--- src/rtl/word_request_encoder_if.sv ---
// Request/offer bus between the requesters, the encoder and its consumer.
interface word_request_encoder_if;
    logic [7:0] req;
    logic       ready;
    logic       valid;
    logic [2:0] addr;
    logic [7:0] grant;

    // Encoder side: samples requests and the consumer's ready, drives the offer.
    modport slave (
        input  req,
        input  ready,
        output valid,
        output addr,
        output grant
    );

    // Requester/consumer side.
    modport master (
        output req,
        output ready,
        input  valid,
        input  addr,
        input  grant
    );
endinterface

--- src/rtl/word_request_encoder.sv ---
// Round-robin word-request encoder: picks one of 8 request lines starting at a
// rotating pointer, offers its inverted index as addr plus a one-hot grant,
// and holds the offer until the consumer accepts it.
module word_request_encoder (
    input  logic                    clk,
    input  logic                    rst,
    word_request_encoder_if.slave   bus
);

    typedef enum logic {
        IDLE  = 1'b0,
        OFFER = 1'b1
    } state_t;

    state_t     state_q, state_d;
    logic [2:0] ptr_q,   ptr_d;
    logic [2:0] addr_q,  addr_d;
    logic [7:0] grant_q, grant_d;
    logic       valid_q, valid_d;

    logic [2:0] idx_sel;
    logic       found;

    // Round-robin scan: first set request at ptr, ptr+1, ... wrapping mod 8.
    always_comb begin
        logic [2:0] pos;
        idx_sel = '0;
        found   = 1'b0;
        pos     = '0;
        for (int unsigned k = 0; k < 8; k++) begin
            pos = ptr_q + 3'(k);
            if (!found && bus.req[pos]) begin
                idx_sel = pos;
                found   = 1'b1;
            end
        end
    end

    // Next-state and offer logic; the granted index is recovered as ~addr_q.
    always_comb begin
        state_d = state_q;
        ptr_d   = ptr_q;
        addr_d  = addr_q;
        grant_d = grant_q;
        valid_d = valid_q;
        unique case (state_q)
            IDLE: begin
                if (found) begin
                    addr_d  = ~idx_sel;
                    grant_d = 8'b1 << idx_sel;
                    valid_d = 1'b1;
                    state_d = OFFER;
                end
            end
            OFFER: begin
                if (bus.ready) begin
                    ptr_d   = ~addr_q + 3'd1;
                    grant_d = '0;
                    valid_d = 1'b0;
                    state_d = IDLE;
                end
            end
            default: state_d = IDLE;
        endcase
    end

    // State registers with asynchronous reset.
    always_ff @(posedge clk or posedge rst) begin
        if (rst) begin
            state_q <= IDLE;
            ptr_q   <= '0;
            addr_q  <= '0;
            grant_q <= '0;
            valid_q <= 1'b0;
        end else begin
            state_q <= state_d;
            ptr_q   <= ptr_d;
            addr_q  <= addr_d;
            grant_q <= grant_d;
            valid_q <= valid_d;
        end
    end

    assign bus.valid = valid_q;
    assign bus.addr  = addr_q;
    assign bus.grant = grant_q;

endmodule

--- src/flat_wrapper.sv ---
// flat-port wrapper written by rule: the top's interface ports become plain ports
module word_request_encoder_flat 
  (clk, rst, bus_req, bus_ready, bus_valid, bus_addr, bus_grant);
  word_request_encoder_if bus_i ();
  input  logic clk;
  input  logic rst;
  input wire logic [$bits(bus_i.req)-1:0] bus_req;
  input wire logic [$bits(bus_i.ready)-1:0] bus_ready;
  output wire logic [$bits(bus_i.valid)-1:0] bus_valid;
  output wire logic [$bits(bus_i.addr)-1:0] bus_addr;
  output wire logic [$bits(bus_i.grant)-1:0] bus_grant;
  assign bus_i.req = bus_req;
  assign bus_i.ready = bus_ready;
  assign bus_valid = bus_i.valid;
  assign bus_addr = bus_i.addr;
  assign bus_grant = bus_i.grant;
  word_request_encoder u_core (.clk(clk), .rst(rst), .bus(bus_i));
endmodule
--- config.mk ---
export PLATFORM = sky130hd
export DESIGN_NAME = word_request_encoder_flat
export DESIGN_NICKNAME = d
export VERILOG_FILES = /design/src/rtl/word_request_encoder_if.sv /design/src/rtl/word_request_encoder.sv /design/src/flat_wrapper.sv
export SDC_FILE = /design/constraint.sdc
export NUM_CORES = 1
export LEC_CHECK = 0
export CAP_MARGIN = 15
export CORE_ASPECT_RATIO = 1.2
export CORE_MARGIN = 2
export CORE_UTILIZATION = 45
export CTS_BUF_LIST = sky130_fd_sc_hd__clkbuf_16
export DETAILED_ROUTE_END_ITERATION = 12
export GPL_TIMING_DRIVEN = 1
export PLACE_DENSITY_LB_ADDON = 0.2
export SLEW_MARGIN = 10
export SYNTH_ARGS = -nofsm -noshare
export SYNTH_HDL_FRONTEND = slang
export SYNTH_SLANG_ARGS = --single-unit
--- constraint.sdc ---
create_clock -name clk -period 3.3 [get_ports clk]
set_clock_uncertainty 0.15 [all_clocks]
set_input_delay 0.33 -clock clk [delete_from_list [all_inputs] [get_ports clk]]
set_output_delay 0.33 -clock clk [all_outputs]
set_load 0.05 [all_outputs]
After elaboration in Yosys (flattened, before gate mapping)
Cells that the tools add are included.
{"block": "op_classes", "add_sub_neg": 8, "order_cmp": 8, "eq_ne": 2, "shift": 1, "mux": 41, "n_bitwise": 3, "reduce_logical": 17}
{"operator": "$lt A3 B4 Y1 const B", "n": 8}
{"operator": "$bmux W1 S3", "n": 8}
{"operator": "$mux W3", "n": 8}
{"operator": "$mux W1", "n": 20}
{"operator": "$mux W8", "n": 2}
{"operator": "$pmux W8 S2", "n": 1}
{"operator": "$add A3 B3 Y3 const B", "n": 4}
{"operator": "$shl A1 B3 Y8 const A", "n": 1}
{"operator": "$logic_and A1 B1 Y1", "n": 7}
{"operator": "$logic_not A1 Y1", "n": 7}
{"operator": "$add A3 B1 Y3 const B", "n": 2}
{"operator": "$add A3 B2 Y3 const B", "n": 2}
{"operator": "$not A3 Y3", "n": 2}
{"operator": "$reduce_and A2 Y1", "n": 3}
{"operator": "$pmux W1 S2", "n": 2}
{"operator": "$ne A2 B1 Y1 const B", "n": 1}
{"operator": "$ne A2 B2 Y1 const B", "n": 1}
{"operator": "$not A1 Y1", "n": 1}
{"block": "totals", "reg_bits": 16, "input_bits": 11, "out_inout_bits": 12, "wordCells": 85}

Logic depth before layout (Yosys ltp)
Gate-level depths: netlist of the first run.
{"block": "logic_depth", "ltp_word": 27, "ltp_mapped": 13}

Worst setup path before layout of the first run
Ideal clock, no wire load.
{"block": "synth_path", "kind": "flip-flop to flip-flop", "start": "register u_core.ptr_q[0]", "end": "register u_core.grant_q[2], in the netlist u_core.bus.grant[2]", "setup_time_ns": 0.110, "arrival_time_ns": 3.055, "required_ns": 3.040, "slack_ns": -0.015, "path_stages_with_launch": 13, "synth_period_minus_slack_ns": 3.315, "cell_sequence": "dfrtp_1 -> buf_6 -> buf_6 -> inv_2 -> ha_1 -> buf_6 -> mux2_1 -> mux4_2 -> or3_1 -> a22oi_1 -> a211oi_1 -> o22a_1 -> o41ai_1"}
{"block": "synth_between", "elab_chain_len": 27, "word_cells_on_any_way": 58}
{"element": "start, declared", "line": "word_request_encoder.sv:16", "rtl": "logic [2:0] ptr_q, ptr_d;"}
{"element": "start signal, assigned", "line": "word_request_encoder.sv:77", "rtl": "ptr_q <= ptr_d;"}
{"element": "branches (longest 27 deep; another with $add A3 B1 Y3)"}
{"element": "end signal, assigned", "line": "word_request_encoder.sv:79", "rtl": "grant_q <= grant_d;"}
{"element": "end, declared", "line": "word_request_encoder.sv:18", "rtl": "logic [7:0] grant_q, grant_d;"}
Several ways; the timed one is not identified. The select of a mux whose other input is x is not followed.
A chain may end at the register's enable or synchronous reset.

Final worst setup path of the first run
Ends and elaborated chain as after synthesis.

==> results.md, run 1 <==
- The flow ran to the end, and the final reports show no timing, DRC or antenna violations.
- The flip-flop cell with the highest count after synthesis is dfrtp_1.
- The fmax is 315.0 MHz.
- Data on the critical path is required at its endpoint by 3290 ps.
- The post-synth net total is 189.
- The slew at the pin closest to its max-slew limit is 603.6 ps.
- The number of detailed-routing iterations run before antenna repair is 4.
- Once detailed placement completed, the half-perimeter wirelength came to 3520 um.
- The top fanout value on the critical path is 10.
- Measured along the x axis, the die boundary spans 60.69 um.
- The startpoint identified for the worst register-to-register timing path is u_core.ptr_q[0].
- In the synthesized netlist the async set-or-reset flop fraction comes to 100.0%.
- The number of clock buffers added by TritonCTS is 3.
- The number of vias after detailed routing is 1599.
- The starting DRC count in detailed routing is 101.
- In this run the tightest slew margin relative to its limit is 59.72%.
- The synthesis-stage register bit count is 16.
- The detailed-route wire length is 4637 um.
- The total routing usage reported by global routing is 23.15%.
- A synthesized cell averages 9.917 um2.
- The count of input and output buffers is 22.
- The first global-routing pass estimated 7831 um of wire.
- At the later pin of the worst-skew pair, clock insertion delay measures 240 ps.
- The number of flops mapped to enable cells by yosys is 0.
- The number of H-tree branching levels is 1.
- The filler cell count is 338.
- The site row count is 24.
- The initial utilization of the core area, before any placement, comes to 47.37%.
- The maximum number of pins on one net before global-route repair is 17.
- The final layout contains 232 nets.
- After clock tree synthesis, the clock-pin slew on the worst setup and hold paths is 50 ps.
- The detail route stage leaves a number of antenna-violating nets equal to 0.
- The cell with the biggest individual delay on the critical path is mux4_2.
- The most critical setup path has its startpoint at u_core.ptr_q[0].
- In the finished design, the share of the clock period the worst path needs comes to 96.19%.
- The path type of the worst min-delay path is in2async.
- After synthesis, the netlist uses 53 different library cells.
- The sequential area share after synthesis is 23.07%.
- Cells with a size suffix above 1 make up 32.72% of the layout.
- The average detailed-routed wire length per instance is 17.24 um.
- The number of global-route vias before repair is 1693.
- The clock net sink count is 16.
- The floorplan step defined a die boundary enclosing 4371 um2.
- Together, buffers and inverters on the worst path number 2.
- The Yosys step of the flow raised 0 warnings.
- The clock passes through at most 2 buffers.
- The final-report setup violation count is 0.
- The number of antenna repair diodes is 0.
- The depth of the worst register-to-register path is 10.
- The die is 72.03 um tall.
- The critical path is of the reg2reg type.
- Counting buffers and inverters, the worst setup path is 10 cells deep.
- After synthesis the cells add up to 1735 um2.
- The critical path goes through inv_4 -> ha_4 -> buf_12 -> mux2_1 -> mux4_2 -> or3_4 -> a22oi_2 -> a211oi_1 -> o22a_2 -> o41ai_2.
- The initial antenna violation count is 0.
- The number of top-level design ports is 23.
- The library cell used most frequently in the layout, excluding fill and tap cells, is nand2_1.
- The signed area change from the synthesized netlist to the final layout is 31.87%.
- Leaving out fill and tap cells, the most frequent cells in the layout are 32 x nand2_1, 24 x buf_4, 22 x clkdlybuf4s50_1, 16 x dfrtp_1, 15 x mux4_2.
- The post-layout minimum cycle time is 3174 ps.
- The synthesized instance count is 175.
- In this run, post-CTS hold repair placed 0 buffers.
- The cell family contributing the most delay on the critical path is compound AO/OA/AOI/OAI gates.
- Prior to clock tree synthesis, the placed netlist has a worst setup slack of 4.985 ps.
- Max-cap violations in this run came to 0.
- The core outline area is 3664 um2.
- The total global routing overflow is 0.
- STA classifies the critical path endpoint as a flip-flop.
- TritonCTS built the clock tree.
- The final max-slew violation count is 0.
- The DRC violation count after routing is 0.
- Using the TritonRoute via totals, the vias-per-cell ratio works out to 5.944.
- The setup slack of the critical path after layout is 125.8 ps.
- The library cell used as clock root buffer is clkbuf_16.
- The launching element type of the critical path is a flip-flop.
- At the worst endpoint, the arrival time is 3160 ps.
- The number of hold violations in the final report is 0.
- Final hold analysis gives a worst-case slack of 314.2 ps.
- The largest single stage delay on the critical path is 520 ps.
- The global placer's final weighted congestion is 0.8552.
==> path summary, 6_finish.rpt <==
check | end | slack [ps]
setup / recovery | u_core.bus.grant[2] | 130
hold / removal | u_core.bus.grant[1] | 310
setup reg to reg | u_core.bus.grant[2] | 130
hold reg to reg | u_core.bus.grant[5] | 330
max in group asynchronous | u_core.bus.addr[2] | 2290
min in group clk | u_core.bus.grant[5] | 330
==> logic make-up (layout without fill, tap and decap cells) <==
logic type               count (synthesis)  after routing  share of synthesized area (%)
AND/OR/NAND/NOR                         53             53                          14.13
AO/OA/AOI/OAI                           45             45                          20.12
multiplexers                            34             34                          32.23
buffers and inverters                   19             61                          5.768
flip-flops                              16             16                          23.07
XOR/XNOR                                 5              5                          2.524
adder cells (fa/ha/maj)                  3              3                          2.163
==> stage by stage <==
stage	instances	util, %	TNS [ps]	instance area, um2
global route	269	62.47	-81.22	2288
finish	269	62.47	0	2288
detailed placement	264	58.78	0	2153
global placement	264	58.78	0	2153
CTS	268	60.93	0	2232
floorplan	175	-	0	1738
==> cell usage after synthesis (4+ instances only) <==
master	n	area share [%]
nand2_1	32	6.9
dfrtp_1	16	23
mux4_2	15	19
inv_1	8	1.7
mux2_2	7	4.5
o21ai_0	7	2.0
a21oi_1	6	1.7
mux2i_1	6	3.5
nor2_1	6	1.3
a32o_1	4	2.3
mux2_1	4	2.6
o31ai_1	4	1.7
o41ai_1	4	2.0
==> flip-flops by register name (all words and copies together) (netlist names) <==
register / count
u_core.bus.valid: 1
u_core.ptr_q: 3
u_core.bus.addr: 3
u_core.state_q: 1
u_core.bus.grant: 8
==> final cells by class <==
type                            instances  area [um2]  share of cell area, %
Sequential cell                        16       400.4                  17.50
Clock inverter                          1       3.754                 0.1640
Timing Repair Buffer                   47       420.4                  18.37
Inverter                               10       40.04                  1.750
Multi-Input combinational cell        140        1284                  56.10
Tap cell                               52       65.06                  2.843
Clock buffer                            3       75.07                  3.280
==> layer usage <==
layer  GRT usage [%]  wire (um)
met3           1.426         83
met5               0          0
met4           3.865         24
met1           30.89       2004
met2           41.46       2525
==> worst register-to-register path, delay by kind of cell, from the launching register on <==
kind                       cells  cell delay (ps)
AOI/OAI and AO/OA              4              900
adders and majority gates      1              270
buffers and inverters          2              170
DFF                            1              390
muxes                          2              830
and+or+nand+nor                1              360
==> repair_timing <==
action | 4_1_cts | 5_1_grt
gates resized for setup | 0 | 9
setup buffers | 0 | 1
endpoints found under the setup margin | 0 | 7
hold endpoints to repair | 0 | 0
Power of run 1 is not shown: default switching activity piles up to over one toggle a cycle in this logic, so the estimate is an artifact.
==> run 2, diff against run 1 <==
REMOVE_ABC_BUFFERS = 1   (was not set)
==> run 2 against run 1 <==
Effect of this change:
- maximum frequency shrank 1.4%
- first-iteration DRC count grew 4.0%
- sequential cell count is the same
- final cell count shrank 0.37%
- core utilization grew 1.2 points
- global-route usage shrank 0.55 points
- worst hold slack lost 10 ps
- critical path depth grew 1
- worst setup slack lost 45 ps
- critical path type unchanged
- critical endpoint is now u_core.bus.grant[7]
- largest cell class unchanged
- highest routed layer unchanged
==> results.md, run 2 (synthesis results as in run 1) <==
- The run finished with clean final reports.
- The number of top-level design ports is 23 (unchanged).
- The relative slew slack is 60.91% (+1.2 points).
- The library cells used most frequently in the layout, excluding fill and tap cells, are 32 x nand2_1, 23 x buf_4, 22 x clkdlybuf4s50_1, 16 x dfrtp_1, 15 x mux4_2.
- The initial cell density of the core came to 47.37% (unchanged).
- The placed cell count is 263 (-0.38%).
- The path type of the worst min-delay path is in2async.
- The number of hold violations in the final report came to 0 (unchanged).
- The vertical die dimension is 72.03 um (unchanged).
- The CTS clock-pin slew for the worst setup and hold paths is 40 ps (about the same).
- The critical path goes through inv_1 -> ha_4 -> buf_12 -> mux4_2 -> mux2i_1 -> buf_4 -> a32oi_1 -> or4_4 -> mux2i_4 -> nand2_1 -> o31ai_1.
- The largest buffer count on any clock path is 2 (unchanged).
- The biggest cell delay along the critical path came to 550 ps (+30 ps).
- TritonCTS built the clock tree.
- The filler cell count is 303 (-10%).
- The global-route wire length before repair is 7631 um (-2.6%).
- The post-route core utilization was 63.66% (+1.2 points).
- The ratio of cells with drive above 1 in the final layout was 34.72% (+2.0 points).
- The number of global-route vias before repair came to 1604 (-5.3%).
- The cell family contributing the most delay on the critical path is multiplexers.
- The number of standard cells in the layout, taps in and fillers out is 268 (-0.37%).
- The DRC violation count after routing is 0 (unchanged).
- The half-perimeter wire length after detailed placement is 3499 um (-0.60%).
- The global placer's final weighted congestion came to 0.8595 (+0.50%).
- The clock network latency to the later pin of the worst-skew pair was 240 ps (about the same).
- The launching element type of the critical path is a flip-flop.
- The final-report setup violation count is 0 (unchanged).
- The detailed-route wire length is 4764 um (+2.7%).
- The final max-slew violation count is 0 (unchanged).
- The starting DRC count in detailed routing is 105 (+4.0%).
- The die span in x is 60.69 um (unchanged).
- The library cell used as clock root buffer is clkbuf_16.
- The core outline area was 3664 um2 (unchanged).
- The data arrival at the endpoint of the critical path is 3190 ps (+30 ps).
- The cell with the biggest individual delay on the critical path is or4_4.
- The via count normalized by instance count is 6.097 (+2.6%).
- The count of input and output buffers is 22 (unchanged).
- The area taken by flip-flops and latches was 400.4 um2 (unchanged).
- The total routing usage reported by global routing is 22.61% (-0.55 points).
- The clock net sink count was 16 (unchanged).
- The site row count is 24 (unchanged).
- Compared with the post-synthesis result, the final layout area differs by 34.39%.
- The total global routing overflow is 0 (unchanged).
- The number of flip-flops under the largest register name was 8 (unchanged).
- The most common library cell in the layout ignoring fill and taps is nand2_1.
- The count of buffer and inverter cells on the critical path is 3 (+1).
- The slew at the pin closest to its max-slew limit is 585.7 ps (-17.84 ps).
- The top fanout value on the critical path is 8 (-2).
- The number of detailed-routing iterations run before antenna repair is 4 (unchanged).
- The number of vias after detailed routing is 1634 (+2.2%).
- The number of H-tree branching levels came to 1 (unchanged).
- The worst setup path is of the reg2reg kind.
- The die footprint is 4371 um2 (unchanged).
- The fmax is 310.6 MHz (-1.4%).
- The average detailed-routed wire length per instance came to 17.78 um (+3.1%).
- The required time at the worst-slack endpoint is 3270 ps (-20 ps).
- The maximum number of pins on one net before global-route repair is 17 (unchanged).
- The post-layout minimum cycle time is 3219 ps (+45.28 ps).
- The number of nets in the layout is 232 (unchanged).
- The number of clock buffers inserted by TritonCTS is 3 (unchanged).
- The number of nets with antenna violations after routing is 0 (unchanged).
- The initial antenna violation count came to 0 (unchanged).
- The number of antenna repair diodes was 0 (unchanged).
- The total of max-cap violations is 0 (unchanged).
- The final cycle utilization of the critical path was 97.56% (+1.4 points).
- The combined area of the multi-input logic cells is 1334 um2 (+3.9%).
- The worst setup path is captured at a flip-flop.
[run 2: worst reg2reg max path: stages, from the launching register on]
cell     delay, ps
dfrtp_1        330
inv_1           80
ha_4           290
buf_12         110
mux4_2         480
mux2i_1        290
buf_4          180
a32oi_1        160
or4_4          550
mux2i_4        260
nand2_1        100
o31ai_1        100
[run 2: final timing paths]
path	startpoint	endpoint	slack [ps]	cells after the start
min reg2reg	u_core.bus.grant[6]	u_core.bus.grant[6]	330	2
min in group clk	u_core.bus.grant[6]	u_core.bus.grant[6]	330	2
max	u_core.ptr_q[1]	u_core.bus.grant[7]	80	11
max in group asynchronous	rst	u_core.bus.grant[6]	2310	2
min	rst	u_core.ptr_q[2]	300	2
max reg2reg	u_core.ptr_q[1]	u_core.bus.grant[7]	80	11
[run 2: through the flow]
stage | TNS, ps | hold slack, ps | setup WS, ps | instance area (um2)
final | 0 | 303.9 | 80.51 | 2332
after detailed placement | -435.7 | 316.0 | -104.7 | 2131
after floorplan | -5800 | 93.74 | -597.3 | 1673
after global placement | -21.83 | 312.3 | -21.83 | 2131
after global routing | -81.75 | 342.0 | -30.10 | 2332
after CTS | 0 | 324.4 | 90.62 | 2218
[run 2: layout make-up]
| cell class | count | share of cell area (%) |
|---|---|---|
| Clock buffer | 3 | 3.219 |
| Sequential cell | 16 | 17.17 |
| Inverter | 10 | 1.609 |
| Timing Repair Buffer | 47 | 18.03 |
| Tap cell | 52 | 2.790 |
| Multi-Input combinational cell | 140 | 57.19 |
[run 2: what timing repair did]
item	4_1_cts	5_1_grt
setup buffers	0	2
resized for setup	2	15
hold buffers	0	0
hold endpoints to repair	0	0
setup endpoints to repair	10	6
pin swaps	0	3
[run 2: routing by layer]
metal  vias to the layer above  GRT usage (%)  wire length [um]
met5                         -              0                 0
met2                        51          39.90              2626
met4                         0          6.280                65
met3                         8         0.7130               150
li1                        754              -                 -
met1                       821          29.95              1922
Power of run 2 is left out for the same reason.
==> patch: new RTL, config.mk and constraints of run 2 <==
Reset style: synchronous (`rst`), changed in one clocked block. Comments in the files are not updated.
--- a/src/rtl/word_request_encoder.sv
+++ b/src/rtl/word_request_encoder.sv
@@ -67,3 +67,3 @@
     // State registers with asynchronous reset.
-    always_ff @(posedge clk or posedge rst) begin
+    always_ff @(posedge clk) begin
         if (rst) begin
Behaviour: differs if rst is asserted again (counterexample within 4 cycles, from zero or initial values and one cycle with rst high); with rst held inactive, the same outputs for 10 cycles.
==> patch against run 2 <==
- design area shrank 2.1%
- worst setup slack gained 0.082 ns
- sequential share of layout area shrank 3.1 points
- worst hold slack gained 0.0069 ns
- sequential cell count is the same
- routed wire length grew 2.0%
- synthesized area grew 14%
- critical endpoint is now u_core.bus.grant[5]
Power is left out: it rests on default switching activity, and per cell area and clock period it moved more than threefold.
==> patch: results (changes against run 2) <==
stage;metric;value;unit;change
final_layout;seq_share;0.1403;;-0.03140
hold_path;holdCritPathClass;reg2reg;;
global_route;met3_usage;0.01173;;+0.004600
synth;synth.yosys.seq_area_share;0.1617;;-0.06900
place;detailedPlace.worstSlack;0.005303;ns;+0.1100 ns
synth;synth-xor-area-share;0.01769;;-0.007546
global_route;grt_pass1_wl;8066;µm;+5.7%
synth;synthMuxAreaShare;0.3468;;+0.02453
final_layout;nFlopsAndLatches;16;;unchanged
timing;worstMarginPinSlew;0.5018;ns;-0.08393 ns
global_route;grt_pass1_vias;1662;;+3.6%
final_layout;multi_input_area_share;0.6466;;+0.07469
synth;async_flop_share;0;;-1.000
route;wl_met2;2662;µm;+1.4%
final_layout;multi_input_cells;151;;+7.9%
global_route;grtUsageMet1;0.2381;;-0.06148
synth;synthCells;197;;+13%
route;post_drt_wl_per_cell;18.14;µm;+2.0%
final_layout;nNonClkBuffers;31;;-34%
place;dp.cells;265;;+0.76%
final_layout;inv_count;11;;+1
worst_setup_path;worstPathMaxFanout;20;;+12
worst_setup_path;cp_top_family;simple AND/OR/NAND/NOR gates;;
global_route;grt.total_usage;0.2060;;-0.02007
synth;synth_compound_area_frac;0.1933;;-0.007850
worst_setup_path;cp_slowest_cell;mux4_1;;
route;drt-met1-wl;1926;µm;+0.21%
place;gp_congestion;0.9598;;+12%
global_route;use_met2;0.3885;;-0.01050
final_layout;finalCoreUtilization;0.5358;;-0.1008
route;met3WireLength;151;µm;+0.67%
synth;synthTopCellsByArea;dfxtp_1 (16%), mux4_1 (12%), mux4_2 (10%), mux2_2 (4.5%), mux2_1 (3.4%);;
outcome;outcome;finished, final reports clean;;
patch: cell count changes in the layout (fill, tap and decap cells not counted), moves of 5 or more:
cell,delta
buf_4,-15
mux4_1,+9
nand2_1,-16
o21ai_0,-5
dfxtp_1,+16
dfrtp_1,-16
mux4_2,-6
nor2_1,+5
nand3_1,+5
patch: worst paths after layout:
kind                                          start             endpoint  slack (ns)  cells after the start
worst max-delay path                u_core.ptr_q[0]  u_core.bus.grant[5]        0.16                     10
worst min-delay path            u_core.bus.grant[0]  u_core.bus.grant[0]        0.31                      2
worst max register to register      u_core.ptr_q[0]  u_core.bus.grant[5]        0.16                     10
worst min register to register  u_core.bus.grant[0]  u_core.bus.grant[0]        0.31                      2
patch: logic make-up after synthesis:
group | after synthesis
compound gates | 45
xor+xnor | 4
fa+ha+maj | 3
buf+inv | 30
flops | 16
mux | 40
simple gates | 59
